**src/rtl/sobel_column_engine.sv**
```systemverilog
// rtl/sobel_column_engine.sv - streaming 3x3 Sobel over columns, three magnitudes packed per word
// Build option: define SOBEL_THRESHOLD_EN to binarise each magnitude against THRESHOLD.
module sobel_column_engine #(
  parameter int PIXEL_W   = 8,
  parameter int WORD_W    = 3 * PIXEL_W,
  parameter int THRESHOLD = 128
) (
  input  logic              clk_i,
  input  logic              nreset_i,
  input  logic [WORD_W-1:0] px_gray_i,
  input  logic              px_rdy_i,
  input  logic              clear_i,
  output logic [WORD_W-1:0] px_sobel_o,
  output logic              px_rdy_o
);

  localparam int SW = PIXEL_W + 3;

  typedef logic [PIXEL_W-1:0] pix_t;

  function automatic pix_t top_of(input logic [WORD_W-1:0] col);
    return col[WORD_W-1 -: PIXEL_W];
  endfunction

  function automatic pix_t mid_of(input logic [WORD_W-1:0] col);
    return col[2*PIXEL_W-1 -: PIXEL_W];
  endfunction

  function automatic pix_t bot_of(input logic [WORD_W-1:0] col);
    return col[PIXEL_W-1:0];
  endfunction

  function automatic logic signed [SW-1:0] wsum(input pix_t a, input pix_t m, input pix_t b);
    return $signed({3'b000, a} + {2'b00, m, 1'b0} + {3'b000, b});
  endfunction

  function automatic logic [SW-1:0] abs_s(input logic signed [SW-1:0] v);
    return v[SW-1] ? $unsigned(-v) : $unsigned(v);
  endfunction

  // The oldest column of the post-shift window is the current c1, so c0 needs no register.
  logic [WORD_W-1:0]    c1, c2;
  logic [1:0]           col_cnt;
  logic [1:0]           res_cnt;
  logic                 s1_valid, s2_valid;
  logic signed [SW-1:0] gx_q, gy_q;
  logic [PIXEL_W-1:0]   s2_res;
  logic [WORD_W-1:0]    pack;

  logic                 launch;
  logic signed [SW-1:0] gx_d, gy_d;
  logic [SW-1:0]        mag;
  logic [PIXEL_W-1:0]   res_d;

  assign launch = px_rdy_i & ~clear_i & (col_cnt >= 2'd2);

  assign gx_d = wsum(top_of(px_gray_i), mid_of(px_gray_i), bot_of(px_gray_i))
              - wsum(top_of(c1), mid_of(c1), bot_of(c1));
  assign gy_d = wsum(bot_of(c1), bot_of(c2), bot_of(px_gray_i))
              - wsum(top_of(c1), top_of(c2), top_of(px_gray_i));

  assign mag = abs_s(gx_q) + abs_s(gy_q);

`ifdef SOBEL_THRESHOLD_EN
  localparam logic [31:0] THR = THRESHOLD;
  assign res_d = (32'(mag) >= THR) ? '1 : '0;
`else
  logic [31:0] threshold_unused;
  assign threshold_unused = THRESHOLD;
  assign res_d = (mag > SW'({PIXEL_W{1'b1}})) ? '1 : mag[PIXEL_W-1:0];
`endif

  always_ff @(posedge clk_i or negedge nreset_i) begin
    if (!nreset_i) begin
      c1         <= '0;
      c2         <= '0;
      col_cnt    <= '0;
      res_cnt    <= '0;
      s1_valid   <= 1'b0;
      s2_valid   <= 1'b0;
      gx_q       <= '0;
      gy_q       <= '0;
      s2_res     <= '0;
      pack       <= '0;
      px_sobel_o <= '0;
      px_rdy_o   <= 1'b0;
    end else begin
      px_rdy_o <= 1'b0;
      if (px_rdy_i) begin
        c1 <= c2;
        c2 <= px_gray_i;
      end
      if (clear_i) begin
        col_cnt  <= px_rdy_i ? 2'd1 : 2'd0;
        res_cnt  <= '0;
        s1_valid <= 1'b0;
        s2_valid <= 1'b0;
      end else begin
        if (px_rdy_i && col_cnt != 2'd3) col_cnt <= col_cnt + 2'd1;
        s1_valid <= launch;
        if (launch) begin
          gx_q <= gx_d;
          gy_q <= gy_d;
        end
        s2_valid <= s1_valid;
        if (s1_valid) s2_res <= res_d;
        // A full word drains in the same cycle the next result may enter.
        if (res_cnt == 2'd3) begin
          px_sobel_o <= pack;
          px_rdy_o   <= 1'b1;
        end
        if (s2_valid) begin
          pack    <= {pack[WORD_W-PIXEL_W-1:0], s2_res};
          res_cnt <= (res_cnt == 2'd3) ? 2'd1 : res_cnt + 2'd1;
        end else if (res_cnt == 2'd3) begin
          res_cnt <= '0;
        end
      end
    end
  end

endmodule

```
**config.mk**
```make
export PLATFORM = sky130hd
export DESIGN_NAME = sobel_column_engine
export DESIGN_NICKNAME = d
export VERILOG_FILES = /design/src/rtl/sobel_column_engine.sv
export SDC_FILE = /design/constraint.sdc
export NUM_CORES = 1
export LEC_CHECK = 0
export CAP_MARGIN = 15
export CORE_UTILIZATION = 65
export DETAILED_ROUTE_END_ITERATION = 7
export PLACE_DENSITY = 0.88
export SYNTH_ARGS = -nofsm -noshare
export SYNTH_HDL_FRONTEND = slang
export SYNTH_SLANG_ARGS = --single-unit
export TNS_END_PERCENT = 1
```
**constraint.sdc**
```tcl
create_clock -name clk_i -period 6.6 [get_ports clk_i]
set_input_delay 1.32 -clock clk_i [delete_from_list [all_inputs] [get_ports clk_i]]
set_output_delay 1.32 -clock clk_i [all_outputs]
set_load 0.02 [all_outputs]
```
* Word-level counts from Yosys, hierarchy flattened *
Index checks and enable logic that the tools add are counted.

word-level totals
  bits of input ports = 28
  logic and storage cells = 55
  output and inout port bits = 25
  flip-flop bits (word level) = 133

cells by class
  order comparisons = 2
  equality and inequality tests = 2
  reduce and logical (&&, ||, !) cells = 7
  $add $sub $neg = 15
  bitwise operators = 3
  mux-type cells = 14

operator list
  operator                                                                           number
  10-bit by 8-bit adder with 11-bit output                                           4
  8-bit by 9-bit adder with 10-bit output                                            4
  11-bit two-way mux                                                                 2
  11-bit negator                                                                     2
  11-bit subtractor                                                                  2
  2-bit two-way mux                                                                  6
  11-bit adder                                                                       1
  11-bit by 8-bit greater-than comparator with 1-bit output (second input constant)  1
  8-bit two-way mux                                                                  1
  2-bit AND reduction                                                                4
  1-bit two-way mux                                                                  5
  2-bit by 1-bit adder with 2-bit output (second input constant)                     2
  3-bit nonzero test                                                                 1
  1-bit AND                                                                          2
  2-bit == test (second input constant)                                              1
  2-bit >= comparator (second input constant)                                        1
  2-bit inequality test (second input constant)                                      1
  2-bit nonzero test                                                                 1
  1-bit logical AND                                                                  1
  1-bit NOT                                                                          1

* Logic depth before layout (Yosys ltp) *
Gate-level depths: netlist of the first run.

  depth in word-level cells = 5
  mapped depth = 14
  depth with buffers taken out = 14

* Worst setup path before layout of the first run *
Ideal clock, no wire load.

  path type = input port to flip-flop
  start = input port px_gray_i[18]
  end = register gy_q[8]
  required time = 6.531 ns
  buffers on the path = 0
  stages = 13
  arrival time = 4.494 ns
  setup time = 0.069 ns
  setup slack = 2.037 ns
  path through = inv_1 -> fa_1 -> inv_1 -> fa_1 -> fa_1 -> inv_1 -> ha_1 -> a21o_1 -> a21oi_1 -> o21bai_1 -> a31o_1 -> or4_1 -> nand3_1

on the way
  cells in the longest elaborated chain, start to end = 2

RTL lines
  what                                      RTL line  RTL
  start, declared                           10        input logic [WORD_W-1:0] px_gray_i,
  10-bit by 8-bit adder with 11-bit output  34        return $signed({3'b000, a} + {2'b00, m, 1'b0} + {3'b000, b});
  11-bit subtractor                         60        - wsum(top_of(c1), top_of(c2), top_of(px_gray_i));
  end signal, assigned                      103       gy_q <= gy_d;
  end, declared                             46        logic signed [SW-1:0] gx_q, gy_q;

No other way between the ends.
A chain may end at the register's enable or synchronous reset.

* Final worst setup path of the first run *
  start = input port px_gray_i[18]
  end = register gy_q[9]

The elaborated chain is that of the path after synthesis.

==> metrics.cfg, run 1 <==
[timing]
hold_viol = 0
tns_ps = 0
min_period_ps = 4980
rsz0062_at_grt = no
tightest_slew_ps = 1080
fin_ws_ps = 1620
period_share = 0.754
drv_slew = 0
slew-limit-headroom = 0.279
fmax_mhz = 201
finalSetupViolCount = 0
finalClockSkew_ps = 11.9

[logic_synthesis]
synth.cell_area_um2 = 7960
ys_types = 48
synth_fp_nets = 836
synth_cells = 705
synth.top_cell.area_share = 0.418
synth-xor-area-share = 0.0341
synth_top_family_by_area = adder cells
avgSynthCellArea_um2 = 11.3
synth_compound_gate_area_share = 0.102
synth_warnings = 0
synth_simple_gate_area_frac = 0.0751
synth_fa_ha_area_frac = 0.221
ys_ff_latch = 133
synth_edf_count = 0
synth_mux_area_frac = 0.0962
yosys-top-cells-area = dfrtp_1, fa_1, ha_1, mux2_2, mux2_1
synth_ff_type = dfrtp_1
async_flop_share = 1.00
seq_area_frac_synth = 0.418
synth_area_leader_cell = dfrtp_1

[placement]
dp_slack_ps = 1220
dpl.hpwl_mm = 11.3
place_congestion = 0.887
dpl_cell_area_um2 = 8600
io_buffers = 52

[global_routing]
track_usage = 0.281
antenna_found_initial = 0
grt_pass1_wl_mm = 27.1
grt_max_degree = 87
overflow = 0
grt_pass1_vias = 5725

[detailed_routing]
drtIter0Drc = 393
routed_wl_mm = 16.2
drc = 0
wire_per_inst_um = 17.6
final_antenna_net_count = 0
num_vias = 5462
avgViaCountPerCell = 5.94
first_pass_iters = 7

[cts]
clk_pin_slew_ps = 60
clk_latency_ps = 430
cts_tree = done
htree_num_levels = 4
clockRootBuffer = clkbuf_16
clk_path_buf_depth = 2
cts_setup_buffers = 0
ctsResizeCount = 0
holdBufCountCts = 0
numCtsBuffers = 17
cts_num_sinks = 133

[die]
die_w_um = 113
core_um2 = 12000
die_y_um = 113
num_io_pins = 53
initial_core_util = 0.666
design.die.area_um2 = 12700
row_count = 40

[power_and_ir_drop]
power_density_nw_per_um2 = 500
p_int_uw = 2630
p_comb_frac = 0.546
vdd_ir_drop_max_mv = 0.349
leakage_uw = 0.00431
clkPwrFrac = 0.206
power_switching_uw = 1980
p_total_uw = 4610
switching_share = 0.429
p_seq_frac = 0.247

[setup_path]
crit_fanout = 3
critical_path_required_ps = 6950
crit_arrival_ps = 5330
start_kind = input port
critPathCaptureType = flop
critPathKind = in -> reg
rr_worst_depth = 12

[finish]
final_cell_area_um2 = 9230
utilization = 0.772
drive_above_1_share = 0.106
area_growth_pct = 16.0
nets = 890
n_antenna_cell = 0

[status]
outcome = complete, no violations

[job]
max_cap_viol_count = 0

[min_path]
hold_class = reg -> reg
hold_depth = 1

-- critical path, cell delays in order --
cell             delay [ps]
clkdlybuf4s50_1         550
inv_1                    90
fa_1                    540
inv_1                    70
fa_1                    520
fa_1                    550
fa_1                    480
nor2b_1                 200
o21a_1                  160
o21a_1                  160
o211ai_1                130
a2111oi_0               380
nand3b_1                170
-- cell usage after synthesis, types with 14 or more instances --
| master | n |
|---|---|
| clkbuf_1 | 19 |
| mux2_2 | 38 |
| o21ai_0 | 24 |
| nor2_1 | 21 |
| o21ai_1 | 23 |
| mux2_1 | 30 |
| dfrtp_1 | 133 |
| xnor2_1 | 20 |
| a21oi_1 | 15 |
| fa_1 | 63 |
| inv_1 | 86 |
| ha_1 | 40 |
| nand2_1 | 65 |
| a31oi_1 | 14 |
-- cell usage in the layout, fill, tap and decap left out, types with 5 or more instances in the layout --
cell type | Yosys | routed
o21ai_1 | 23 | 23
ha_1 | 40 | 40
dfrtp_1 | 133 | 133
mux2_2 | 38 | 38
nor2_1 | 21 | 21
inv_6 | 0 | 6
mux2_1 | 30 | 30
fa_1 | 63 | 63
a21oi_1 | 15 | 15
o41ai_1 | 6 | 6
xor2_1 | 11 | 11
xnor2_1 | 20 | 20
o21ai_0 | 24 | 24
o31ai_1 | 9 | 9
nand2_1 | 65 | 65
o21a_1 | 8 | 8
nor2b_1 | 10 | 9
nor3_1 | 10 | 10
a31oi_1 | 14 | 14
nand3_1 | 6 | 6
a21o_1 | 7 | 7
inv_1 | 86 | 86
buf_4 | 0 | 5
clkbuf_16 | 0 | 17
clkdlybuf4s50_1 | 0 | 50
-- kinds of logic after synthesis --
kind of cell / after synthesis
AOI/OAI and AO/OA: 128
muxes: 68
DFF: 133
xor gates and xnor gates: 31
and+or+nand+nor: 131
buffers and inverters: 111
adders and majority gates: 103
-- through the flow --
stage	hold WS, ps	std cells
floorplan	446	705
global placement	459	885
detailed placement	474	885
CTS	489	917
global route	502	919
finish	486	919
-- power groups by stage --
stage / clock network, uW / logic, uW / registers [uW]
floorplan: 0 / 1920 / 1090
global placement: 0 / 2280 / 1130
detailed placement: 0 / 2430 / 1150
CTS: 964 / 2500 / 1140
global route: 997 / 2800 / 1160
finish: 952 / 2520 / 1140
-- final cells by class --
cell class	count	area [um2]
clock buffer	18	429
clock inverter	14	165
fill	686	2730
inverter	88	330
multi-input combinational	461	4210
sequential	133	3330
tap	147	184
timing repair buffer	58	586
-- final timing paths --
kind | startpoint | to | slack, ps
min in group asynchronous | nreset_i | pack[22] | 830
max in group asynchronous | nreset_i | c1[13] | 4770
setup reg to reg | c1[2] | gx_q[9] | 2740
hold reg to reg | px_sobel_o[8] | px_sobel_o[8] | 490
setup / recovery | px_gray_i[18] | gy_q[9] | 1620
hold / removal | px_sobel_o[8] | px_sobel_o[8] | 490
-- flip-flops by register name (all words and copies together) (netlist names) --
signal and flops:
c1 24, c2 24, pack 24, px_sobel_o 24
gx_q 11, gy_q 11, s2_res 8, col_cnt 2
res_cnt 2, px_rdy_o 1, s1_valid 1, s2_valid 1
-- routing by layer --
metal | vias up | share of wire | routed length [um] | global-route usage
li1 | 2492 | - | - | -
met1 | 2757 | 0.41 | 6610 | 0.347
met2 | 176 | 0.53 | 8510 | 0.479
met3 | 37 | 0.042 | 682 | 0.0589
met4 | 0 | 0.024 | 387 | 0.125
met5 | - | 0 | 0 | 0
No activity file was read; power rests on OpenSTA's default activity.
==> run 2, diff against run 1 <==
--- a/config.mk
+++ b/config.mk
@@ -6,9 +6,9 @@
 export NUM_CORES = 1
 export LEC_CHECK = 0
 export CAP_MARGIN = 15
-export CORE_UTILIZATION = 65
+export CORE_UTILIZATION = 54
 export DETAILED_ROUTE_END_ITERATION = 7
-export PLACE_DENSITY = 0.88
+export PLACE_DENSITY = 0.78
 export SYNTH_ARGS = -nofsm -noshare
 export SYNTH_HDL_FRONTEND = slang
 export SYNTH_SLANG_ARGS = --single-unit
==> constraint.sdc (replaced) <==
create_clock -name clk_i -period 4.2 [get_ports clk_i]
set_input_delay 0.84 -clock clk_i [delete_from_list [all_inputs] [get_ports clk_i]]
set_output_delay 0.84 -clock clk_i [all_outputs]
set_load 0.02 [all_outputs]
==> run 2 against run 1 <==
Net effect: clock skew down 5.8 ps; largest power group unchanged; global-route usage decreased by 6.7 points; clock-buffer cell count up 1; hold slack lost 58 ps; via count down 2.8%; wire length is 9.0% lower; utilization decreased by 12 points; combinational power up 65%; cell count grew 6.6%.
==> metrics.cfg, run 2 (same netlist as run 1, synthesis figures left out) <==
[cts]
numCtsBuffers = 17  ; unchanged
clk_path_buf_depth = 2  ; unchanged
clockRootBuffer = clkbuf_16
htree_num_levels = 4  ; unchanged
cts_num_sinks = 133  ; unchanged
cts_tree = done
clk_pin_slew_ps = 60  ; about the same
holdBufCountCts = 0  ; unchanged
clk_latency_ps = 420  ; about the same

[power_and_ir_drop]
power_density_nw_per_um2 = 784  ; +57%
leakage_uw = 0.00450  ; +4.3%
vdd_ir_drop_max_mv = 0.378  ; +8.4%
p_total_uw = 7460  ; +62%

[setup_path]
slowest_delay_ps = 560  ; about the same
cpMostUsedCell = o21a_1
critPathCaptureType = flop
crit_buf_inv = 3  ; unchanged
cpLargestDelayFamily = adder cells
start_kind = input port
cp_cell_sequence = clkdlybuf4s50_1 -> inv_1 -> fa_1 -> fa_1 -> fa_1 -> ha_1 -> nor2b_2 -> o21a_1 -> o21a_1 -> buf_4 -> o21a_1 -> o21a_1 -> o31ai_1
crit_fanout = 2  ; -1
critical_path_required_ps = 4520  ; -2430 ps
crit_arrival_ps = 4430  ; -900 ps
worst_path_max_delay_cell = fa_1
critPathKind = in -> reg

[timing]
hold_viol = 0  ; unchanged
period_share = 0.977
tightest_slew_ps = 1060  ; -23.2 ps
slew-limit-headroom = 0.294  ; +0.0155
fmax_mhz = 244
drv_slew = 0  ; unchanged
finalClockSkew_ps = 6.03  ; -5.85 ps
min_period_ps = 4100
rsz0062_at_grt = yes
finalSetupViolCount = 0  ; unchanged
tns_ps = 0  ; unchanged

[die]
design.die.area_um2 = 15200  ; +20%
row_count = 44  ; +10%
die_y_um = 123  ; +9.5%
core_um2 = 14500  ; +21%
die_w_um = 123  ; +9.5%
initial_core_util = 0.550  ; -0.116
num_io_pins = 53  ; unchanged

[finish]
nets = 914  ; +2.7%
layout_commonest_cell = dfrtp_1
utilization = 0.657  ; -0.115
layout_common_cells = dfrtp_1, inv_1, nand2_1
area_growth_pct = 19.5
drive_above_1_share = 0.147  ; +0.0408
n_antenna_cell = 0  ; unchanged
fillCellCount = 1055  ; +54%

[detailed_routing]
first_pass_iters = 4  ; -3
avgViaCountPerCell = 5.42  ; -8.9%
routed_wl_mm = 14.7  ; -9.0%
wire_per_inst_um = 15.0  ; -15%
num_vias = 5309  ; -2.8%
drc = 0  ; unchanged
final_antenna_net_count = 0  ; unchanged
drtIter0Drc = 353  ; -10%

[global_routing]
antenna_found_initial = 0  ; unchanged
overflow = 0  ; unchanged
track_usage = 0.214  ; -0.0668
grt_max_degree = 87  ; unchanged
grt_pass1_wl_mm = 25.2  ; -7.3%
grt_pass1_vias = 5451  ; -4.8%

[placement]
io_buffers = 52  ; unchanged
dpl.hpwl_mm = 10.5  ; -6.4%
place_congestion = 0.835  ; -5.9%

[status]
outcome = complete, no violations

[job]
max_cap_viol_count = 0  ; unchanged

[min_path]
hold_class = in -> async

-- run 2: final cells by class --
class                           count  area, um2  share of cell area
Timing Repair Buffer               82        771              0.0810
Clock inverter                     13        173              0.0182
Tap cell                          184        230              0.0242
Inverter                           88        330              0.0347
Multi-Input combinational cell    461       4250               0.446
Clock buffer                       19        433              0.0455
Sequential cell                   133       3330               0.350
-- run 2: where the power goes --
part           leakage, uW  switching, uW  internal (uW)
registers          0.00168            239           1540
clock network     0.000286            585            942
logic              0.00254           2180           1970
total              0.00450           3000           4450
-- run 2: metal layers --
metal  wire [um]  vias up  part of all wire  track usage
li1            -     2535                 -            -
met1        6550     2654              0.45        0.277
met2        7370       94              0.50        0.349
met3         523       26             0.036       0.0475
met4         274        0             0.019       0.0873
met5           0        -                 0            0
-- run 2: per-stage QoR --
step,hold WS (ps),instances,setup slack (ps),instance area (um2)
6_report,428,980,96.4,9510
5_1_grt,470,980,-19.0,9510
4_1_cts,441,978,-9.62,9450
3_5_place_dp,465,946,-490,8840
3_3_place_gp,458,946,-415,8840
2_1_floorplan,446,705,118,7960
-- run 2: worst reg2reg max path, delay by kind of cell, from the launching register on --
| family | cells | cell delay, ps |
|---|---|---|
| fa+ha+maj | 4 | 1840 |
| simple gates | 2 | 500 |
| flops | 1 | 380 |
| compound gates | 4 | 790 |
| buf+inv | 1 | 90 |
-- run 2: timing repair --
| action | CTS | global route |
|---|---|---|
| gates resized for setup | 2 | 20 |
| pin swaps | 2 | 25 |
| setup buffers | 0 | 2 |
| setup endpoints to repair | 3 | 7 |
-- run 2: final timing paths --
check	cells past startpoint	start	to	slack (ps)
setup / recovery	13	px_gray_i[19]	gy_q[7]	100
hold / removal	1	nreset_i	px_sobel_o[22]	430
setup reg to reg	11	c1[2]	gx_q[8]	530
hold reg to reg	2	c2[9]	c1[9]	480
max in group asynchronous	2	nreset_i	c1[6]	2900
min in group clk_i	2	c2[9]	c1[9]	480
==> patch 1 (flow settings as in run 2) <==
The option `SOBEL_THRESHOLD_EN` is turned on by a define.
--- a/src/rtl/sobel_column_engine.sv
+++ b/src/rtl/sobel_column_engine.sv
@@ -2,2 +2,4 @@
 // Build option: define SOBEL_THRESHOLD_EN to binarise each magnitude against THRESHOLD.
+`define SOBEL_THRESHOLD_EN
+
 module sobel_column_engine #(
Check against the original RTL: not equivalent (a bounded check fails within 10 cycles, from zero or initial values and one cycle with nreset_i low).
==> patch 1 against run 2 <==
Design area shrank 19%. Total power shrank 19%. Synthesized area shrank 18%. Routed wire length shrank 15%. Sequential cell count shrank 49. Register-to-register slack lost 0.12 ns. Worst setup slack lost 0.029 ns. The flow now finishes with violations (design-rule violations).
==> patch 1: results (changes against run 2) <==
post-synth cell types 54 (+13%); Routability Congestion 0.842 (+0.83%); P_sw 2.60 mW (-14%); violated checks design-rule violations; Max IR drop VDD 0.000390 V (+3.2%); result of the run finished, violations left; met2 capacity usage during global routing 0.397 (+0.0475); top cell type's share of synthesized area 0.322 (-0.0961); via-per-instance ratio 5.20 (-4.1%); total number of nets in the final design 871 (-4.7%); layout inverter count without the clock tree 153 (+74%); H-tree depth 3 (-1); Seq. cell area 2100 um^2 (-37%); fraction of area in multi-input gates 0.482 (+0.0353); non-clock buffer count 91 (+11%); # DRC 6 (+6); maximum fanout encountered on the critical timing path 3 (+1); Clock buffer cells 11 (-8); cell count after placement 867 (-8.4%); first drt pass iteration count 8 (+4); total wirelength of the detailed-routed design 12600 um (-15%); pre-CTS setup slack -0.680 ns (-0.190 ns); wire per inst 14.2 um (-5.8%); drt initial violations 252 (-29%); met3 Resource Use GR 0.0457 (-0.00178); sequential cell area fraction in the yosys report 0.322 (-0.0961); relative slew slack 0.514 (+0.220); clk cell area share 0.0411 (-0.0226); grt met1 use 0.266 (-0.0112); final setup skew 0.00900 ns (+0.00297 ns); Post-Synthesis Mean Instance Area 9.65 um^2 (-15%)
==> patch 1: routing by layer <==
layer,share of wire,wire (um),up-vias
li1,-,-,2241
met1,0.42,5300,2235
met2,0.52,6500,104
met3,0.039,495,28
met4,0.021,261,0
met5,0,0,-
==> patch 1: timing repair <==
item                       4_1_cts  5_1_grt
hold buffers                     0        0
buffers inserted                 3        1
setup endpoints to repair        7        6
pin swaps                        9       10
gates resized for setup         22       11
==> patch 1: logic make-up after synthesis <==
family                   synth area share
AND/OR/NAND/NOR                     0.100
flip-flops                          0.322
buffers and inverters               0.124
adder cells (fa/ha/maj)             0.270
XOR/XNOR                           0.0389
AO/OA/AOI/OAI                       0.112
multiplexers                       0.0343
==> patch 1: power by group through the flow <==
stage | clock (mW) | combinational, mW | sequential (mW)
after detailed placement | 0 | 3.70 | 1.17
after global placement | 0 | 3.57 | 1.15
after CTS | 0.877 | 3.84 | 1.15
final | 0.858 | 4.03 | 1.16
after global routing | 0.912 | 4.55 | 1.18
after floorplan | 0 | 2.71 | 1.09
==> patch 1: critical path: stages <==
cell and delay, ns:
dlygate4sd2_1 0.23, inv_2 0.07, fa_1 0.53, inv_1 0.05, fa_1 0.47, inv_1 0.05
fa_1 0.54, inv_1 0.07, ha_1 0.29, a21o_1 0.19, a21oi_2 0.22, o21bai_4 0.11
a31oi_4 0.19, nor4b_1 0.09, or3_1 0.40
==> patch 1: final timing paths <==
check	from	endpoint	slack, ns	depth (start not counted)
worst max-delay path	px_gray_i[2]	gy_q[8]	0.07	15
worst min-delay path	nreset_i	px_sobel_o[22]	0.35	1
worst max register to register	c1[18]	gy_q[8]	0.41	13
worst min register to register	c2[9]	c1[9]	0.48	2
max in group asynchronous	nreset_i	gx_q[10]	3.25	2
min in group clk_i	c2[9]	c1[9]	0.48	2
==> patch 2 (config.mk and constraints of run 2) <==
Made on the original files. Reset style: synchronous (`nreset_i`), changed in one clocked block.
--- a/src/rtl/sobel_column_engine.sv
+++ b/src/rtl/sobel_column_engine.sv
@@ -72,3 +72,3 @@
 
-  always_ff @(posedge clk_i or negedge nreset_i) begin
+  always_ff @(posedge clk_i) begin
     if (!nreset_i) begin
Formal check against the unedited RTL: not equivalent (a bounded check fails within 10 cycles, from zero or initial values and one cycle with nreset_i low; the reset may be asserted at any time).
==> patch 2 against run 2 <==
Design area rose by 0.22%. Synthesized area rose by 0.72%. Utilization fell by 0.10 points. Worst setup slack improved by 0.011 ns. Synthesized cell count rose by 23%. Routed wire length rose by 7.5%. Sequential cell count did not move. Critical path type unchanged. Critical endpoint is now gy_q[10].
Power is not compared: it rests on default switching activity, and its combinational part moved more than twofold at a synthesized area within 25%.
==> patch 2: results (changes against run 2) <==
Total GRT Usage 0.223 (+0.00876); Worst Path Arrival 4.46 ns (+0.03 ns); Worst Hold Slack 0.462 ns (+0.0340 ns); HPWL Detailed 11600 um (+9.8%); count of filler cells inserted in the layout 1166 (+11%); final setup skew 0.00853 ns (+0.00250 ns); post-synth cell types 52 (+8.3%); critical register-to-register path startpoint gx_q[2]; most frequent cells after synthesis 146 x nand2_1, 133 x dfxtp_1, 84 x inv_1, 63 x fa_1, 59 x nor2b_1; sequential cell area fraction in the yosys report 0.332 (-0.0860); minimum setup slack among reg-to-reg paths 0.43 ns (-0.10 ns); number of nets produced by synthesis 1001 (+20%); total wirelength of the detailed-routed design 15800 um (+7.5%); length in cells of the worst reg-to-reg path 12 (+1); cells taking the most area after synthesis dfxtp_1 33%, fa_1 16%, nand2_1 6.8%; met2 capacity usage during global routing 0.393 (+0.0435); wire length the detailed router placed on met1 6990 um (+6.7%); met3 Resource Use GR 0.0481 (+0.000568); result of the run finished, final reports clean; P&R area growth vs syn 18.9%; end of the worst register-to-register path s2_res[3]; Critical Path Source px_gray_i[18]; actual transition at the worst max-transition pin 0.927 ns (-0.130 ns); fraction of final layout cells sized beyond drive strength 1 0.0986 (-0.0483); via-per-instance ratio 5.23 (-3.5%); post-detailed-placement cell area 8900 um^2 (+0.74%); non-filler instance count after layout 1137 (+16%); Post-Synthesis Mean Instance Area 9.22 um^2 (-18%)
patch 2: power groups by stage:
stage          registers (mW)  clock network (mW)  logic (mW)
2_1_floorplan            1.35                   0       0.848
3_3_place_gp             1.36                   0        1.24
3_5_place_dp             1.36                   0        1.29
4_1_cts                  1.33                1.45        1.34
5_1_grt                  1.34                1.51        1.54
6_report                 1.33                1.43        1.39
patch 2: what timing repair did:
action,CTS,global route
gates resized for setup,5,14
pin swaps,1,12
setup endpoints to repair,2,11
endpoints found under the hold margin,0,0
buffers inserted,0,0
patch 2: cells by family after synthesis:
kind of cell	after synthesis	synth area share
compound gates	153	0.128
simple gates	279	0.168
flops	133	0.332
mux	48	0.0599
buf+inv	122	0.0573
xor+xnor	32	0.0350
fa+ha+maj	103	0.220
patch 2: cell type report:
class / instances / area share
tap: 184 / 0.0242
timing repair buffer: 89 / 0.0832
clock inverter: 12 / 0.0123
multi-input combinational: 615 / 0.521
sequential: 133 / 0.279
clock buffer: 20 / 0.0469
inverter: 84 / 0.0331
